### config.mk
export PLATFORM = sky130hd
export DESIGN_NAME = rtc_time_counter
export DESIGN_NICKNAME = d
export VERILOG_FILES = /design/src/rtl/rtc_time_counter.sv
export SDC_FILE = /design/constraint.sdc
export NUM_CORES = 1
export LEC_CHECK = 0
export ABC_AREA = 1
export BUFFER_PORTS_ARGS = -buffer_cell sky130_fd_sc_hd__buf_2
export CORE_UTILIZATION = 30
export CTS_CLUSTER_SIZE = 14
export DETAILED_ROUTE_END_ITERATION = 6
export HOLD_SLACK_MARGIN = 0.05
export PLACE_DENSITY = 0.52
export SKIP_LAST_GASP = 1
export SYNTH_ARGS = -nofsm -noshare
export SYNTH_HDL_FRONTEND = slang
export SYNTH_SLANG_ARGS = --single-unit
### constraint.sdc
create_clock -name clk_i -period 3.46 [get_ports clk_i]
set_clock_uncertainty 0.05 [all_clocks]
set_input_delay 0.519 -clock clk_i [delete_from_list [all_inputs] [get_ports clk_i]]
set_output_delay 0.519 -clock clk_i [all_outputs]
set_load 0.005 [all_outputs]
### src/rtl/rtc_time_counter.sv
// Real-time calendar counter: divides clk_i down to a 1 Hz tick and keeps
// sec/min/hour/day-of-week/day-of-month/month/year with leap-year rollover.
// Supports 24 h and 12 h (AM/PM) modes and a validated software load.
module rtc_time_counter #(
  parameter int unsigned CLK_FREQ_HZ = 32768,
  parameter int unsigned RESET_YEAR  = 2000
) (
  input  logic        clk_i,
  input  logic        rst_i,
  input  logic        set_i,
  input  logic [5:0]  set_sec_i,
  input  logic [5:0]  set_min_i,
  input  logic [5:0]  set_hour_i,
  input  logic [1:0]  set_mode_i,
  input  logic [2:0]  set_day_of_week_i,
  input  logic [4:0]  set_day_of_month_i,
  input  logic [3:0]  set_month_i,
  input  logic [11:0] set_year_i,
  output logic [5:0]  cur_sec_o,
  output logic [5:0]  cur_min_o,
  output logic [5:0]  cur_hour_o,
  output logic [1:0]  cur_mode_o,
  output logic [2:0]  cur_day_of_week_o,
  output logic [4:0]  cur_day_of_month_o,
  output logic [3:0]  cur_month_o,
  output logic [11:0] cur_year_o,
  output logic        sec_tick_o,
  output logic        set_err_o
);

  localparam int unsigned PW = (CLK_FREQ_HZ > 2) ? $clog2(CLK_FREQ_HZ) : 1;
  localparam logic [PW-1:0] PRESC_TC = PW'(CLK_FREQ_HZ - 1);
  localparam logic [11:0] RST_YEAR = 12'(RESET_YEAR);

  localparam logic [1:0] MODE_24H = 2'b00;
  localparam logic [1:0] MODE_AM  = 2'b10;
  localparam logic [1:0] MODE_PM  = 2'b11;
  localparam logic [1:0] MODE_BAD = 2'b01;

  // Gregorian leap rule; the constant moduli reduce to small comparators.
  function automatic logic is_leap(input logic [11:0] year);
    is_leap = (year[1:0] == 2'b00) &&
              (((year % 12'd100) != 12'd0) || ((year % 12'd400) == 12'd0));
  endfunction

  // Month length; an out-of-range month falls into the 31-day default.
  function automatic logic [4:0] days_in_month(input logic [3:0] month,
                                               input logic [11:0] year);
    days_in_month = 5'd31;
    case (month)
      4'd4, 4'd6, 4'd9, 4'd11: days_in_month = 5'd30;
      4'd2:                    days_in_month = is_leap(year) ? 5'd29 : 5'd28;
      default:                 days_in_month = 5'd31;
    endcase
  endfunction

  logic [PW-1:0] presc_q, presc_d;
  logic [5:0]    sec_q, sec_d, min_q, min_d, hour_q, hour_d;
  logic [1:0]    mode_q, mode_d;
  logic [2:0]    dow_q, dow_d;
  logic [4:0]    dom_q, dom_d;
  logic [3:0]    month_q, month_d;
  logic [11:0]   year_q, year_d;
  logic          tick_q, tick_d, err_q, err_d;

  logic          wrap;
  logic          set_valid;
  logic          hour_ok;
  logic          day_adv;
  logic [5:0]    adv_sec, adv_min, adv_hour;
  logic [1:0]    adv_mode;
  logic [2:0]    adv_dow;
  logic [4:0]    adv_dom;
  logic [3:0]    adv_month;
  logic [11:0]   adv_year;

  assign wrap = (presc_q == PRESC_TC);

  // Check every load field, including day-of-month against the loaded month/year.
  always_comb begin
    hour_ok = 1'b0;
    if (set_mode_i == MODE_24H) begin
      hour_ok = (set_hour_i < 6'd24);
    end else begin
      hour_ok = (set_hour_i >= 6'd1) && (set_hour_i <= 6'd12);
    end
    set_valid = (set_sec_i < 6'd60) && (set_min_i < 6'd60) &&
                (set_mode_i != MODE_BAD) && hour_ok &&
                (set_day_of_week_i < 3'd7) &&
                (set_month_i >= 4'd1) && (set_month_i <= 4'd12) &&
                (set_day_of_month_i != 5'd0) &&
                (set_day_of_month_i <= days_in_month(set_month_i, set_year_i));
  end

  // Compute the time one second later, cascading through all fields.
  always_comb begin
    adv_sec   = sec_q;
    adv_min   = min_q;
    adv_hour  = hour_q;
    adv_mode  = mode_q;
    adv_dow   = dow_q;
    adv_dom   = dom_q;
    adv_month = month_q;
    adv_year  = year_q;
    day_adv   = 1'b0;

    if (sec_q != 6'd59) begin
      adv_sec = sec_q + 6'd1;
    end else begin
      adv_sec = 6'd0;
      if (min_q != 6'd59) begin
        adv_min = min_q + 6'd1;
      end else begin
        adv_min = 6'd0;
        if (mode_q == MODE_24H) begin
          if (hour_q == 6'd23) begin
            adv_hour = 6'd0;
            day_adv  = 1'b1;
          end else begin
            adv_hour = hour_q + 6'd1;
          end
        end else begin
          if (hour_q == 6'd11) begin
            adv_hour = 6'd12;
            adv_mode = (mode_q == MODE_PM) ? MODE_AM : MODE_PM;
            day_adv  = (mode_q == MODE_PM);
          end else if (hour_q == 6'd12) begin
            adv_hour = 6'd1;
          end else begin
            adv_hour = hour_q + 6'd1;
          end
        end
      end
    end

    if (day_adv) begin
      adv_dow = (dow_q == 3'd6) ? 3'd0 : dow_q + 3'd1;
      if (dom_q == days_in_month(month_q, year_q)) begin
        adv_dom = 5'd1;
        if (month_q == 4'd12) begin
          adv_month = 4'd1;
          adv_year  = year_q + 12'd1;
        end else begin
          adv_month = month_q + 4'd1;
        end
      end else begin
        adv_dom = dom_q + 5'd1;
      end
    end
  end

  // Choose between a load, a one-second advance or plain prescaler counting.
  always_comb begin
    presc_d = wrap ? '0 : presc_q + PW'(1);
    sec_d   = sec_q;
    min_d   = min_q;
    hour_d  = hour_q;
    mode_d  = mode_q;
    dow_d   = dow_q;
    dom_d   = dom_q;
    month_d = month_q;
    year_d  = year_q;
    tick_d  = 1'b0;
    err_d   = 1'b0;

    if (set_i && set_valid) begin
      presc_d = '0;
      sec_d   = set_sec_i;
      min_d   = set_min_i;
      hour_d  = set_hour_i;
      mode_d  = set_mode_i;
      dow_d   = set_day_of_week_i;
      dom_d   = set_day_of_month_i;
      month_d = set_month_i;
      year_d  = set_year_i;
    end else begin
      err_d = set_i;
      if (wrap) begin
        sec_d   = adv_sec;
        min_d   = adv_min;
        hour_d  = adv_hour;
        mode_d  = adv_mode;
        dow_d   = adv_dow;
        dom_d   = adv_dom;
        month_d = adv_month;
        year_d  = adv_year;
        tick_d  = 1'b1;
      end
    end
  end

  // State registers; reset forces the calendar epoch immediately.
  always_ff @(posedge clk_i or posedge rst_i) begin
    if (rst_i) begin
      presc_q <= '0;
      sec_q   <= 6'd0;
      min_q   <= 6'd0;
      hour_q  <= 6'd0;
      mode_q  <= MODE_24H;
      dow_q   <= 3'd0;
      dom_q   <= 5'd1;
      month_q <= 4'd1;
      year_q  <= RST_YEAR;
      tick_q  <= 1'b0;
      err_q   <= 1'b0;
    end else begin
      presc_q <= presc_d;
      sec_q   <= sec_d;
      min_q   <= min_d;
      hour_q  <= hour_d;
      mode_q  <= mode_d;
      dow_q   <= dow_d;
      dom_q   <= dom_d;
      month_q <= month_d;
      year_q  <= year_d;
      tick_q  <= tick_d;
      err_q   <= err_d;
    end
  end

  assign cur_sec_o          = sec_q;
  assign cur_min_o          = min_q;
  assign cur_hour_o         = hour_q;
  assign cur_mode_o         = mode_q;
  assign cur_day_of_week_o  = dow_q;
  assign cur_day_of_month_o = dom_q;
  assign cur_month_o        = month_q;
  assign cur_year_o         = year_q;
  assign sec_tick_o         = tick_q;
  assign set_err_o          = err_q;

endmodule
==> tab_implementation.tex <==
\begin{tabular}{lr}
\hline
Metric & Value \\
\hline
\multicolumn{2}{l}{\textbf{Critical path}} \\
\quad Endpoint of the most critical setup path & cur\_min\_o[2] \\
\quad Slowest stage cell on the critical path & sky130\_fd\_sc\_hd\_\_ha\_2 \\
\quad Worst Reg2Reg Path Length in Cells & 35 \\
\quad Data arrival time of the critical path & 5250 ps \\
\quad Kind of end point of the critical path & register \\
\quad Type of the setup path with the least slack & in2reg \\
\quad Destination of the worst register-to-register timing path & cur\_year\_o[0] \\
\quad Critical path launch point & set\_year\_i[8] \\
\quad Data required time of the critical path & 3630 ps \\
\quad Crit Reg-Reg Startpoint & cur\_year\_o[10] \\
\quad Buffer and inverter count on the worst path & 9 \\
\quad Register-to-register setup slack & -660 ps \\
\quad Worst path depth & 45 \\
\quad Type of origin of the critical path & input pin \\
\quad Dominant delay contributor by cell family on the critical path & simple AND/OR/NAND/NOR gates \\
\quad Most used cell along the critical path & sky130\_fd\_sc\_hd\_\_nand2\_2 \\
\quad Biggest cell delay along the critical path & 340 ps \\
\quad Max Fanout on Critical Path & 5 \\
\multicolumn{2}{l}{\textbf{STA}} \\
\quad Pins Over Slew Limit & 0 \\
\quad Tcrit/Tclk final & 1.47 \\
\quad Total of endpoints with negative setup slack in the final report & 61 \\
\quad Final Hold Vio Count & 0 \\
\quad Post-route minimum period & 5090 ps \\
\quad Worst Max-Slew Pin Slew & 762 ps \\
\quad Worst hold slack across all endpoints & 272 ps \\
\quad Tightest slew margin relative to the limit & 0.491 \\
\quad Setup repair after global routing missed its margin & yes \\
\quad Fin worst setup slack & -1630 ps \\
\quad Fmax & 197 MHz \\
\multicolumn{2}{l}{\textbf{Routing}} \\
\quad Total wire length after detailed routing & 16700 µm \\
\quad Pre-antenna DRT Iters & 4 \\
\quad Detail-routed via count per cell & 4.69 \\
\quad DRT antenna net count & 0 \\
\quad Average routed wire per standard cell & 13.0 µm \\
\quad Violation count after the first detailed-routing iteration & 274 \\
\quad DRC & 0 \\
\quad Detailed-route via count & 6025 \\
\multicolumn{2}{l}{\textbf{Synthesis}} \\
\quad Net count after synthesis & 889 \\
\quad Distinct cell type count of the synthesized netlist & 45 \\
\quad Simple-gate portion of the synthesized area & 0.377 \\
\quad \#FFs+latches synth & 61 \\
\quad Combinational family with the most area after synthesis & simple AND/OR/NAND/NOR gates \\
\quad Xor and xnor area share after synthesis & 0.0464 \\
\quad Synth Area per Inst & 6.38 µm² \\
\quad Post-Synthesis Cell Area & 5290 µm² \\
\quad Mux cell area share after synthesis & 0.00829 \\
\quad Instance count of the mapped netlist & 828 \\
\quad Area share of fa/ha/maj cells after synthesis & 0.0331 \\
\quad Register area share after synthesis & 0.291 \\
\quad Total of warnings raised by yosys & 0 \\
\quad Compound-gate portion of the synthesized area & 0.134 \\
\multicolumn{2}{l}{\textbf{Global route}} \\
\quad Maximum number of pins on one net before global-route repair & 36 \\
\quad Wire length of the first global-routing pass & 26800 µm \\
\quad Via count of the first global-routing pass & 5660 \\
\quad Remaining Overflow, GRT & 0 \\
\quad Antenna violations before repair & 1 \\
\quad GRT Util Overall & 0.184 \\
\multicolumn{2}{l}{\textbf{Place}} \\
\quad Total of buffers placed on input and output ports & 92 \\
\quad Placed cell count & 1232 \\
\quad Detailed placement HPWL & 12000 µm \\
\quad Pre-CTS setup slack & -2190 ps \\
\quad Gp weighted congestion & 0.779 \\
\quad Placed Instance Area & 6840 µm² \\
\multicolumn{2}{l}{\textbf{CTS}} \\
\quad Clock tree from TritonCTS & built \\
\quad Total clock buffers created by CTS & 9 \\
\quad Clock insertion delay at the later pin of the skew report & 330 ps \\
\quad CTS H-tree lvls & 3 \\
\quad Clk sink count & 61 \\
\quad Clock-pin slew of the registers on the worst-case setup and hold paths & 60 ps \\
\quad Root Driver & sky130\_fd\_sc\_hd\_\_clkbuf\_16 \\
\quad Max Root-Sink Buffers & 2 \\
\multicolumn{2}{l}{\textbf{Outcome}} \\
\quad Result of the run & complete, but fails checks \\
\quad Violated checks & setup timing \\
\multicolumn{2}{l}{\textbf{Floorplanning}} \\
\quad Height of the die & 135 µm \\
\quad Area inside the core boundary & 17200 µm² \\
\quad Width of the die & 135 µm \\
\quad Starting density of the core & 0.307 \\
\quad Total die area & 18200 µm² \\
\quad Cell row count & 48 \\
\quad Top Ports & 93 \\
\multicolumn{2}{l}{\textbf{Finish}} \\
\quad Synth-to-Final Area Change & 53.3\% \\
\quad Final nets & 1118 \\
\quad Final Instance Area & 8100 µm² \\
\quad Final instance count without filler cells & 1286 \\
\quad Inserted Diodes & 0 \\
\quad Utilization of the core after routing & 0.470 \\
\quad Share of layout cells above drive strength 1 & 0.370 \\
\multicolumn{2}{l}{\textbf{Job}} \\
\quad Max-capacitance violation count & 0 \\
\multicolumn{2}{l}{\textbf{Pwr}} \\
\quad Maximum vdd ir drop & 0.296 mV \\
\quad Total leakage power & 0.00418 µW \\
\quad Power density normalized to cell area & 428 nW/µm² \\
\multicolumn{2}{l}{\textbf{Hold path}} \\
\quad Min-delay worst type & in2async \\
\hline
\end{tabular}
## cell families after synthesis
group,count (synthesis)
flip-flops,61
AND/OR/NAND/NOR,450
buffers and inverters,152
multiplexers,4
adder cells (fa/ha/maj),14
XOR/XNOR,28
AO/OA/AOI/OAI,119
## how the worst min path moves through the flow
stage	from	to	slack (ps)	depth (start not counted)
4_1_cts	rst_i	cur_sec_o[4]	300	2
3_5_place_dp	presc_q[0]	presc_q[0]	410	1
2_1_floorplan	presc_q[0]	presc_q[0]	380	1
6_report	rst_i	cur_sec_o[4]	270	2
5_1_grt	rst_i	cur_sec_o[4]	340	2
3_3_place_gp	presc_q[0]	presc_q[0]	410	1
## cell type report
cell class / count / area (µm²)
tap: 225 / 282
multi-input combinational: 616 / 3660
inverter: 134 / 518
fill: 1715 / 9130
clock buffer: 12 / 267
timing repair buffer: 235 / 1790
sequential: 61 / 1540
clock inverter: 3 / 43.8
## metrics by stage
stage / power [µW] / setup TNS, ps
after floorplan: 1850 / -87060
after global placement: 2310 / -112810
after detailed placement: 2310 / -120960
after CTS: 3350 / -95470
after global routing: 3720 / -109790
final: 3460 / -90190
## report_power, final
part | internal [µW] | switching, µW
Sequential | 864 | 151
Combinational | 688 | 824
Clock | 612 | 325
Total | 2160 | 1300
## sequential cells by signal, summed over array words and instances (netlist names)
name and cells:
cur_day_of_month_o 5, cur_day_of_week_o 3, cur_hour_o 6, cur_min_o 6
cur_mode_o 2, cur_month_o 4, cur_sec_o 6, cur_year_o 12
presc_q 15, sec_tick_o 1, set_err_o 1
## per-layer routing
metal,share of wire,routed length [µm],vias up,track usage
met5,0.00078,13,-,0
met4,0.017,277,2,0.0612
met1,0.47,7900,2739,0.246
li1,-,-,3147,-
met3,0.029,479,21,0.0233
met2,0.48,8050,116,0.306
## cells in the mapped netlist (all sizes together)
cell	instances	share of area
a211oi	3	0.0043
a21oi	23	0.024
a31oi	10	0.012
and2	1	0.0012
buf	6	0.0076
clkbuf	12	0.0085
clkinv	3	0.0021
dfrtp	53	0.25
dfstp	8	0.040
ha	14	0.033
inv	131	0.093
mux2	3	0.0064
mux2i	1	0.0019
nand2	247	0.19
nand3	65	0.064
nand3b	3	0.0043
nand4	24	0.032
nor2	88	0.065
nor3	12	0.011
nor4	8	0.0095
o2111ai	1	0.0017
o211ai	10	0.014
o21a	1	0.0014
o21ai	52	0.051
o21bai	6	0.0085
o221ai	1	0.0017
o22ai	9	0.011
o31ai	1	0.0014
o41ai	2	0.0033
or2	2	0.0024
xnor2	7	0.012
xor2	21	0.035
## layout by cell type (no fill, tap or decap), types with 10 or more instances in the layout
cell	instances
sky130_fd_sc_hd__o21ai_1	12
sky130_fd_sc_hd__inv_2	14
sky130_fd_sc_hd__nor3_1	10
sky130_fd_sc_hd__clkbuf_16	11
sky130_fd_sc_hd__o211ai_1	10
sky130_fd_sc_hd__buf_2	90
sky130_fd_sc_hd__nand2_1	189
sky130_fd_sc_hd__buf_4	111
sky130_fd_sc_hd__a31oi_1	10
sky130_fd_sc_hd__nor2_1	75
sky130_fd_sc_hd__o21ai_0	32
sky130_fd_sc_hd__nand2_2	40
sky130_fd_sc_hd__xor2_1	21
sky130_fd_sc_hd__ha_1	13
sky130_fd_sc_hd__a21oi_1	15
sky130_fd_sc_hd__buf_12	10
sky130_fd_sc_hd__inv_1	115
sky130_fd_sc_hd__buf_6	19
sky130_fd_sc_hd__dfrtp_1	53
sky130_fd_sc_hd__nand3_1	56
sky130_fd_sc_hd__nand2_4	15
sky130_fd_sc_hd__nand4_1	21
## what timing repair did
item / in CTS / in global routing
hold buffers: 0 / 0
pin swaps: 35 / 36
resized for setup: 75 / 67
hold endpoints to repair: 0 / 0
buffers inserted: 31 / 9
gates cloned: 2 / 2
setup endpoints to repair: 61 / 61
Power figures use the tool's default switching activity.
